[src/rtl/riot_pia.sv]
// +--------------------------------------------------------------------------+
// | riot_pia : parametrised PIA with NUM_PORTS I/O ports and interval timer  |
// | Optional edge IRQ on port 0 top bit: define RIOT_PIA_EDGE_IRQ_EN         |
// | Revision: 1.0                                                            |
// +--------------------------------------------------------------------------+
`default_nettype none

module riot_pia #(
  parameter int NUM_PORTS = 2,
  parameter int DAT_W     = 8
) (
  input  logic                       clk_i,
  input  logic                       rst_ni,
  input  logic                       tick_i,
  input  logic                       stb_i,
  input  logic                       we_i,
  input  logic [6:0]                 adr_i,
  input  logic [DAT_W-1:0]           dat_i,
  output logic [DAT_W-1:0]           dat_o,
  input  logic [NUM_PORTS*DAT_W-1:0] port_in_i,
  output logic [NUM_PORTS*DAT_W-1:0] port_out_o,
  output logic [NUM_PORTS*DAT_W-1:0] port_oe_o,
  output logic                       irq_o
);

  localparam logic [6:0] c_ADR_INTIM  = 7'h08;
  localparam logic [6:0] c_ADR_INSTAT = 7'h09;
  localparam logic [6:0] c_ADR_EDGE   = 7'h0A;

  typedef enum logic {ST_NORMAL = 1'b0, ST_UNDERFLOW = 1'b1} mode_t;

  logic [DAT_W-1:0]           r_dat;
  logic [NUM_PORTS*DAT_W-1:0] r_port_out;
  logic [NUM_PORTS*DAT_W-1:0] r_port_oe;
  logic [DAT_W-1:0]           r_intim;
  logic [9:0]                 r_presc;
  logic [1:0]                 r_ivl;
  logic                       r_tim_ie;
  logic                       r_tim_flag;
  logic                       r_irq;
  mode_t                      r_mode;

  logic                       w_rd;
  logic                       w_wr;
  logic                       w_tim_wr;
  logic [9:0]                 w_presc_max;
  logic                       w_step;
  logic                       w_wrap;
  logic [DAT_W-1:0]           w_rdata;
  logic                       w_edge_flag;
  logic                       w_edge_irq;
  logic [DAT_W-1:0]           w_edge_ctl;

  assign w_rd     = stb_i & ~we_i;
  assign w_wr     = stb_i & we_i;
  // 0x14..0x17 and 0x1C..0x1F: adr[3] selects tim_ie, adr[1:0] the interval
  assign w_tim_wr = w_wr & (adr_i[6:4] == 3'b001) & adr_i[2];

  always_comb begin
    case (r_ivl)
      2'd0:    w_presc_max = 10'd0;
      2'd1:    w_presc_max = 10'd7;
      2'd2:    w_presc_max = 10'd63;
      default: w_presc_max = 10'd1023;
    endcase
  end

  assign w_step = tick_i & ((r_mode == ST_UNDERFLOW) | (r_presc == w_presc_max));
  assign w_wrap = w_step & (r_intim == '0);

`ifdef RIOT_PIA_EDGE_IRQ_EN
  logic r_pin_d;
  logic r_edge_flag;
  logic r_edge_pol;
  logic r_edge_ie;
  logic w_edge_evt;

  assign w_edge_evt = r_edge_pol ? (port_in_i[DAT_W-1] & ~r_pin_d)
                                 : (~port_in_i[DAT_W-1] & r_pin_d);

  always_ff @(posedge clk_i or negedge rst_ni) begin
    if (!rst_ni) begin
      r_pin_d     <= 1'b0;
      r_edge_flag <= 1'b0;
      r_edge_pol  <= 1'b0;
      r_edge_ie   <= 1'b0;
    end else begin
      r_pin_d <= port_in_i[DAT_W-1];
      if (w_wr && adr_i == c_ADR_EDGE) begin
        r_edge_pol <= dat_i[0];
        r_edge_ie  <= dat_i[1];
      end
      if (w_edge_evt)
        r_edge_flag <= 1'b1;
      else if (w_rd && adr_i == c_ADR_INSTAT)
        r_edge_flag <= 1'b0;
    end
  end

  assign w_edge_flag = r_edge_flag;
  assign w_edge_irq  = r_edge_flag & r_edge_ie;
  assign w_edge_ctl  = {{(DAT_W-2){1'b0}}, r_edge_ie, r_edge_pol};
`else
  assign w_edge_flag = 1'b0;
  assign w_edge_irq  = 1'b0;
  assign w_edge_ctl  = '0;
`endif

  always_comb begin
    w_rdata = '0;
    for (int p = 0; p < NUM_PORTS; p++) begin
      if (adr_i[6:3] == 4'd0 && int'(adr_i[2:1]) == p)
        w_rdata = adr_i[0] ? r_port_oe[p*DAT_W +: DAT_W]
                           : (r_port_out[p*DAT_W +: DAT_W] & r_port_oe[p*DAT_W +: DAT_W])
                           | (port_in_i[p*DAT_W +: DAT_W] & ~r_port_oe[p*DAT_W +: DAT_W]);
    end
    case (adr_i)
      c_ADR_INTIM:  w_rdata = r_intim;
      c_ADR_INSTAT: w_rdata = {r_tim_flag, w_edge_flag, {(DAT_W-2){1'b0}}};
      c_ADR_EDGE:   w_rdata = w_edge_ctl;
      default:      ;
    endcase
  end

  always_ff @(posedge clk_i or negedge rst_ni) begin
    if (!rst_ni) begin
      r_dat      <= '0;
      r_port_out <= '0;
      r_port_oe  <= '0;
    end else begin
      if (w_rd)
        r_dat <= w_rdata;
      for (int p = 0; p < NUM_PORTS; p++) begin
        if (w_wr && adr_i[6:3] == 4'd0 && int'(adr_i[2:1]) == p) begin
          if (adr_i[0])
            r_port_oe[p*DAT_W +: DAT_W] <= dat_i;
          else
            r_port_out[p*DAT_W +: DAT_W] <= dat_i;
        end
      end
    end
  end

  always_ff @(posedge clk_i or negedge rst_ni) begin
    if (!rst_ni) begin
      r_intim    <= '0;
      r_presc    <= '0;
      r_ivl      <= 2'd0;
      r_tim_ie   <= 1'b0;
      r_tim_flag <= 1'b0;
      r_mode     <= ST_NORMAL;
    end else if (w_tim_wr) begin
      // a load overrides any tick or underflow in the same cycle
      r_intim    <= dat_i;
      r_presc    <= '0;
      r_ivl      <= adr_i[1:0];
      r_tim_ie   <= adr_i[3];
      r_tim_flag <= 1'b0;
      r_mode     <= ST_NORMAL;
    end else begin
      if (w_step)
        r_intim <= r_intim - DAT_W'(1);
      if (tick_i && r_mode == ST_NORMAL)
        r_presc <= (r_presc == w_presc_max) ? 10'd0 : r_presc + 10'd1;
      if (w_wrap) begin
        r_tim_flag <= 1'b1;
        r_mode     <= ST_UNDERFLOW;
      end else if (w_rd && adr_i == c_ADR_INTIM) begin
        r_tim_flag <= 1'b0;
      end
    end
  end

  always_ff @(posedge clk_i or negedge rst_ni) begin
    if (!rst_ni)
      r_irq <= 1'b0;
    else
      r_irq <= (r_tim_flag & r_tim_ie) | w_edge_irq;
  end

  assign dat_o      = r_dat;
  assign port_out_o = r_port_out;
  assign port_oe_o  = r_port_oe;
  assign irq_o      = r_irq;

endmodule

`default_nettype wire

[config.mk]
export PLATFORM = sky130hd
export DESIGN_NAME = riot_pia
export DESIGN_NICKNAME = d
export VERILOG_FILES = /design/src/rtl/riot_pia.sv
export SDC_FILE = /design/constraint.sdc
export NUM_CORES = 1
export LEC_CHECK = 0
export ABC_AREA = 1
export CORE_MARGIN = 5
export CORE_UTILIZATION = 37
export CTS_CLUSTER_DIAMETER = 50
export CTS_CLUSTER_SIZE = 20
export DETAILED_ROUTE_END_ITERATION = 16
export PLACE_DENSITY = 0.58
export SYNTH_ARGS = -nofsm -noshare
export SYNTH_HDL_FRONTEND = slang
export SYNTH_SLANG_ARGS = --single-unit
[constraint.sdc]
create_clock -name clk_i -period 2.64 [get_ports clk_i]
set_input_delay 0.396 -clock clk_i [delete_from_list [all_inputs] [get_ports clk_i]]
set_output_delay 0.396 -clock clk_i [all_outputs]
set_load 0.01 [all_outputs]
==> impl_results.md, run 1 <==
- Status: completed
- DP HPWL: 7400 um
- Root buf cell: clkbuf_8
- Initial Util: 0.381
- Gate Count Post-Synth: 438
- CP Data Required Time: 2.93 ns
- WL/cell: 15.1 um
- Die area: 11600 um2
- Max-Cap Viols: 0
- Syn Area/Cell: 8.03 um2
- Reg-to-reg endpoint: r_intim[6]
- Max Slew Vio Count: 0
- Placed cell areas: 4420 um2
- Setup Skew: 0.0114 ns
- First-pass GRT wire length: 16400 um
- Diode count: 0
- Rel. slew slack: 0.451
- Pwr/cell area: 657 nW/um2
- Placed Cells: 639
- Die width: 107 um
- Final setup TNS: 0 ns
- Syn nets: 476
- Synth cell types: 27
- Tmin final: 1.89 ns
- Total Nets Final: 559
- Hold WC Path Type: input port to asynchronous set/reset pin
- Routed Antenna Nets: 0
- Fin area: 4620 um2
- WHS: 0.214 ns
- Routed WL: 9890 um
- Yosys warnings: 0
- #FFs+latches synth: 64
- CTS hold repair buffers: 0
- Post-CTS Resized: 0
- Initial antenna violation count: 0
- Final setup violation count: 0
- Ports: 77
- CTS Sinks: 64
- Worst skew pair latency: 0.35 ns
- Total design power: 3.03 mW
- All-Layer GR Usage: 0.180
- Lkg Pwr: 2.11 nW
- Core Rows: 35
- Sequential share of the synthesized area: 0.456
- Iteration-0 DRC Markers: 143
- Longest Clk Path Bufs: 2
- Post-CTS Repair Setup Buffers: 0
- Fmax: 0.530 GHz
- Kind of critical path: input port to flop
- Reg2Reg Launch Point: r_presc[0]
- Hold Vio Cnt, Final: 0
- H-tree depth: 3
- Total grt overflow: 0
- CTS buffer count: 9
- CP startpoint kind: input port
- Largest net degree at the start of global routing: 65
- Vias in the first global route: 3177
- Via count: 3199
- Die Ht: 107 um
- Critical path peak fanout: 16
- Via density: 4.88
- Worst IR Drop VDD: 0.290 mV
- Period utilisation layout: 0.715
- Crit path DAT: 2.17 ns
- Crit path capture type: flop
- Count of input and output buffers: 76
- Cell Area, Synth: 3520 um2
- Layout Utilization: 0.500
- Reg2Reg Depth: 12
- Layout cells sized above 1: 0.146
- Area added between synthesis and finish: 31.5%
- DRC viols: 0
- Placement Setup Slack: 0.419 ns
- Drt first pass iters: 4
- Clock transition at the registers of the reported paths: 0.08 ns
- Worst Slack Setup Final: 0.752 ns
- CTS tree: yes
- Most common cell after layout, fill and taps aside: nand2_1
- CORE AREA: 9240 um2
- Final Instance Count excl. Fillers: 655
- Worst slew pin tran: 0.824 ns
- Gpl congestion: 0.852
- Unrepaired setup endpoints after global routing: false
- R2r setup slk: 0.85 ns
- Most frequent cells in the layout: nand2_1, clkdlybuf4s50_1, dfrtp_1
-- critical path, cell delays in order --
cell	delay, ns
clkdlybuf4s50_1	0.48
nand2_1	0.07
inv_2	0.18
nand4_2	0.13
nand2_1	0.42
nand2_1	0.15
o21ai_0	0.17
and3_1	0.16
-- sequential cells by signal (all words and copies together), names as in the netlist --
signal and cells:
r_intim 8, port_out_o 16, r_mode 1, port_oe_o 16, r_tim_flag 1, dat_o 8, r_tim_ie 1, r_presc 10
r_ivl 2, irq_o 1
-- cells in the mapped netlist --
cell type | instances | area share
a21oi_1 | 9 | 0.013
a31oi_1 | 11 | 0.020
and3_1 | 2 | 0.0036
buf_2 | 1 | 0.0014
buf_6 | 4 | 0.013
clkbuf_1 | 7 | 0.0075
clkinv_1 | 1 | 0.0011
dfrtp_1 | 64 | 0.46
ha_1 | 2 | 0.0071
inv_1 | 42 | 0.045
inv_2 | 1 | 0.0011
nand2_1 | 127 | 0.14
nand2_2 | 11 | 0.020
nand3_1 | 20 | 0.028
nand3_4 | 4 | 0.020
nand4_1 | 2 | 0.0036
nand4_2 | 1 | 0.0036
nor2_1 | 25 | 0.027
nor3_1 | 5 | 0.0071
nor3_2 | 1 | 0.0028
nor3_4 | 2 | 0.0093
o2111ai_1 | 1 | 0.0025
o21ai_0 | 58 | 0.083
o21ai_2 | 32 | 0.080
o21bai_1 | 1 | 0.0021
o22ai_1 | 1 | 0.0018
xor2_1 | 3 | 0.0075
-- routing by layer --
metal	vias up	global-route usage	wire length, um
met4	0	0.0505	68
met1	1489	0.245	4610
met5	-	0	0
met3	6	0.0432	560
li1	1618	-	-
met2	86	0.287	4650
-- final cells by class --
type / instances / area (um2)
inverters: 44 / 165
clock buffers: 10 / 138
clock inverters: 6 / 67.6
repair buffers: 84 / 816
flip-flops and latches: 64 / 1600
well taps: 129 / 161
multi-input cells: 318 / 1670
fillers: 914 / 4620
-- worst max path at each step --
stage / start / endpoint / cells after the start
finish: we_i / r_presc[6] / 8
floorplan: adr_i[5] / port_out_o[7] / 7
detailed placement: we_i / r_presc[6] / 8
global route: r_presc[0] / r_intim[6] / 12
CTS: we_i / r_presc[6] / 8
global placement: adr_i[0] / dat_o[1] / 6
-- power breakdown --
group	switching [mW]	internal, mW	total, mW
Clock	0.407	0.465	0.872
Sequential	0.156	1.14	1.30
Combinational	0.503	0.359	0.862
-- cells by family (layout without fill, tap and decap cells) --
family	Yosys count	count (layout)	share of synthesized area
flops	64	64	0.456
simple gates	200	200	0.260
fa+ha+maj	2	2	0.00712
xor+xnor	3	3	0.00747
compound gates	113	113	0.201
buf+inv	56	144	0.0687
Power figures use the tool's default switching activity.
==> run 2: changes to the inputs <==
--- a/config.mk
+++ b/config.mk
@@ -11,7 +11,7 @@
 export CTS_CLUSTER_DIAMETER = 50
 export CTS_CLUSTER_SIZE = 20
 export DETAILED_ROUTE_END_ITERATION = 16
-export PLACE_DENSITY = 0.58
+export PLACE_DENSITY = 0.61
 export SYNTH_ARGS = -nofsm -noshare
 export SYNTH_HDL_FRONTEND = slang
 export SYNTH_SLANG_ARGS = --single-unit
==> constraint.sdc (replaced) <==
create_clock -name clk_i -period 1.7 [get_ports clk_i]
set_input_delay 0.255 -clock clk_i [delete_from_list [all_inputs] [get_ports clk_i]]
set_output_delay 0.255 -clock clk_i [all_outputs]
set_load 0.01 [all_outputs]
==> run 2 against run 1 <==
Compared with the run above:
- sequential share of layout area fell by 2.5 points
- clock skew fell by 0.0054 ns
- critical path depth rose by 2
- sequential power grew 56%
- wire length grew 4.3%
- utilization increased by 3.9 points
- non-clock buffer count rose by 30
- die area did not move
==> impl_results.md, run 2 (same netlist as run 1, synthesis figures left out) <==
- Via density: 5.09
- Grt met3 use: 0.0516
- Kind of critical path: flop to flop
- Drt first pass iters: 5
- Final Instance Count excl. Fillers: 686
- Initial antenna violation count: 0
- Total design power: 5.04 mW
- Root buf cell: clkbuf_8
- Ports: 77
- Area added between synthesis and finish: 41.8%
- DP HPWL: 7590 um
- Status: completed
- Initial Util: 0.381
- Reg-to-reg endpoint: r_mode
- DRC viols: 0
- Lkg Pwr: 2.31 nW
- Gpl congestion: 0.864
- Via count: 3490
- Pwr/cell area: 1010 nW/um2
- Period utilisation layout: 0.952
- Total grt overflow: 0
- Crit path capture type: flop
- Largest net degree at the start of global routing: 65
- R2r setup slk: 0.08 ns
- Worst IR Drop VDD: 0.672 mV
- Met2 GRT Util: 0.288
- Top Usage Layer GRT: met2
- Crit path DAT: 1.88 ns
- Hold Vio Cnt, Final: 0
- Reg2Reg Depth: 10
- CORE AREA: 9240 um2
- Fin area: 4990 um2
- Most common cell after layout, fill and taps aside: nand2_1
- Iteration-0 DRC Markers: 137
- Diode count: 0
- Longest Clk Path Bufs: 2
- First-pass GRT wire length: 16800 um
- Worst skew pair latency: 0.34 ns
- Met1 usage: 0.243
- Max Slew Vio Count: 0
- CP startpoint kind: flop
- Routed Antenna Nets: 0
- CTS Sinks: 64
- H-tree depth: 3
- Most frequent cells in the layout: nand2_1, clkdlybuf4s50_1, dfrtp_1
- Hold WC Path Type: input port to asynchronous set/reset pin
- Vias in the first global route: 3401
- Routed WL: 10300 um
- Setup Skew: 0.00595 ns
- Rel. slew slack: 0.760
- CP Data Required Time: 1.96 ns
- CTS buffer count: 9
- Worst slew pin tran: 0.359 ns
- Max-Cap Viols: 0
- Layout cells sized above 1: 0.215
- All-Layer GR Usage: 0.183
- Die area: 11600 um2
- WL/cell: 15.0 um
- Tmin final: 1.62 ns
- Fmax: 0.618 GHz
- Core Rows: 35
- Total Nets Final: 590
- CTS tree: yes
- Count of input and output buffers: 76
- Layout Utilization: 0.540
- Placed Cells: 666
- WHS: 0.450 ns
- Placed cell areas: 4690 um2
- Critical path peak fanout: 3
- Die width: 107 um
- Reg2Reg Launch Point: r_intim[0]
- Die Ht: 107 um
- Clock transition at the registers of the reported paths: 0.07 ns
- Final setup violation count: 0
run 2: through the flow:
step | setup WS, ns | setup TNS (ns)
after detailed placement | -0.224 | -8.26
after CTS | 0.0350 | 0
final | 0.0823 | 0
after global placement | -0.196 | -6.85
after floorplan | 0.202 | 0
after global routing | -0.0270 | -0.121
run 2: worst max-delay path by stage:
stage | slack (ns) | cells past startpoint | from | endpoint
after floorplan | 0.20 | 7 | adr_i[5] | port_out_o[7]
after global placement | -0.20 | 7 | adr_i[5] | dat_o[6]
after detailed placement | -0.22 | 7 | adr_i[5] | dat_o[3]
after CTS | 0.03 | 10 | r_intim[0] | r_tim_flag
after global routing | -0.03 | 12 | r_presc[0] | r_intim[5]
final | 0.08 | 10 | r_intim[0] | r_mode
run 2: area by class of cell:
type | instances | area [um2]
tap | 129 | 161
fill | 879 | 4250
timing repair buffer | 114 | 1120
clock buffer | 13 | 159
multi-input combinational | 319 | 1740
clock inverter | 3 | 40.0
inverter | 44 | 165
sequential | 64 | 1600
run 2: metal layers:
metal  routed length, um  share of wire
met1                4660           0.45
met2                4840           0.47
met3                 611          0.059
met4                 208          0.020
met5                   0              0
run 2: power breakdown:
| part | leakage [nW] | switching [mW] | internal [mW] |
|---|---|---|---|
| Sequential | 0.846 | 0.250 | 1.78 |
| Clock | 0.103 | 0.586 | 0.755 |
| Combinational | 1.36 | 0.928 | 0.745 |
| Total | 2.31 | 1.76 | 3.28 |
run 2: critical path: stages, from the launching register on:
cell     delay (ns)
dfrtp_1        0.40
inv_2          0.10
ha_4           0.14
inv_2          0.03
nor2_2         0.12
nand2_1        0.08
nor2_2         0.14
nand3_2        0.13
nor2_4         0.14
nand3_2        0.11
a21oi_2        0.16
run 2: timing repair:
| action | CTS | global route |
|---|---|---|
| gates cloned | 0 | 1 |
| setup endpoints to repair | 4 | 13 |
| setup buffers | 0 | 2 |
| hold buffers | 1 | 0 |
| pin swaps | 0 | 7 |
| endpoints found under the hold margin | 64 | 0 |
| gates resized for setup | 1 | 18 |
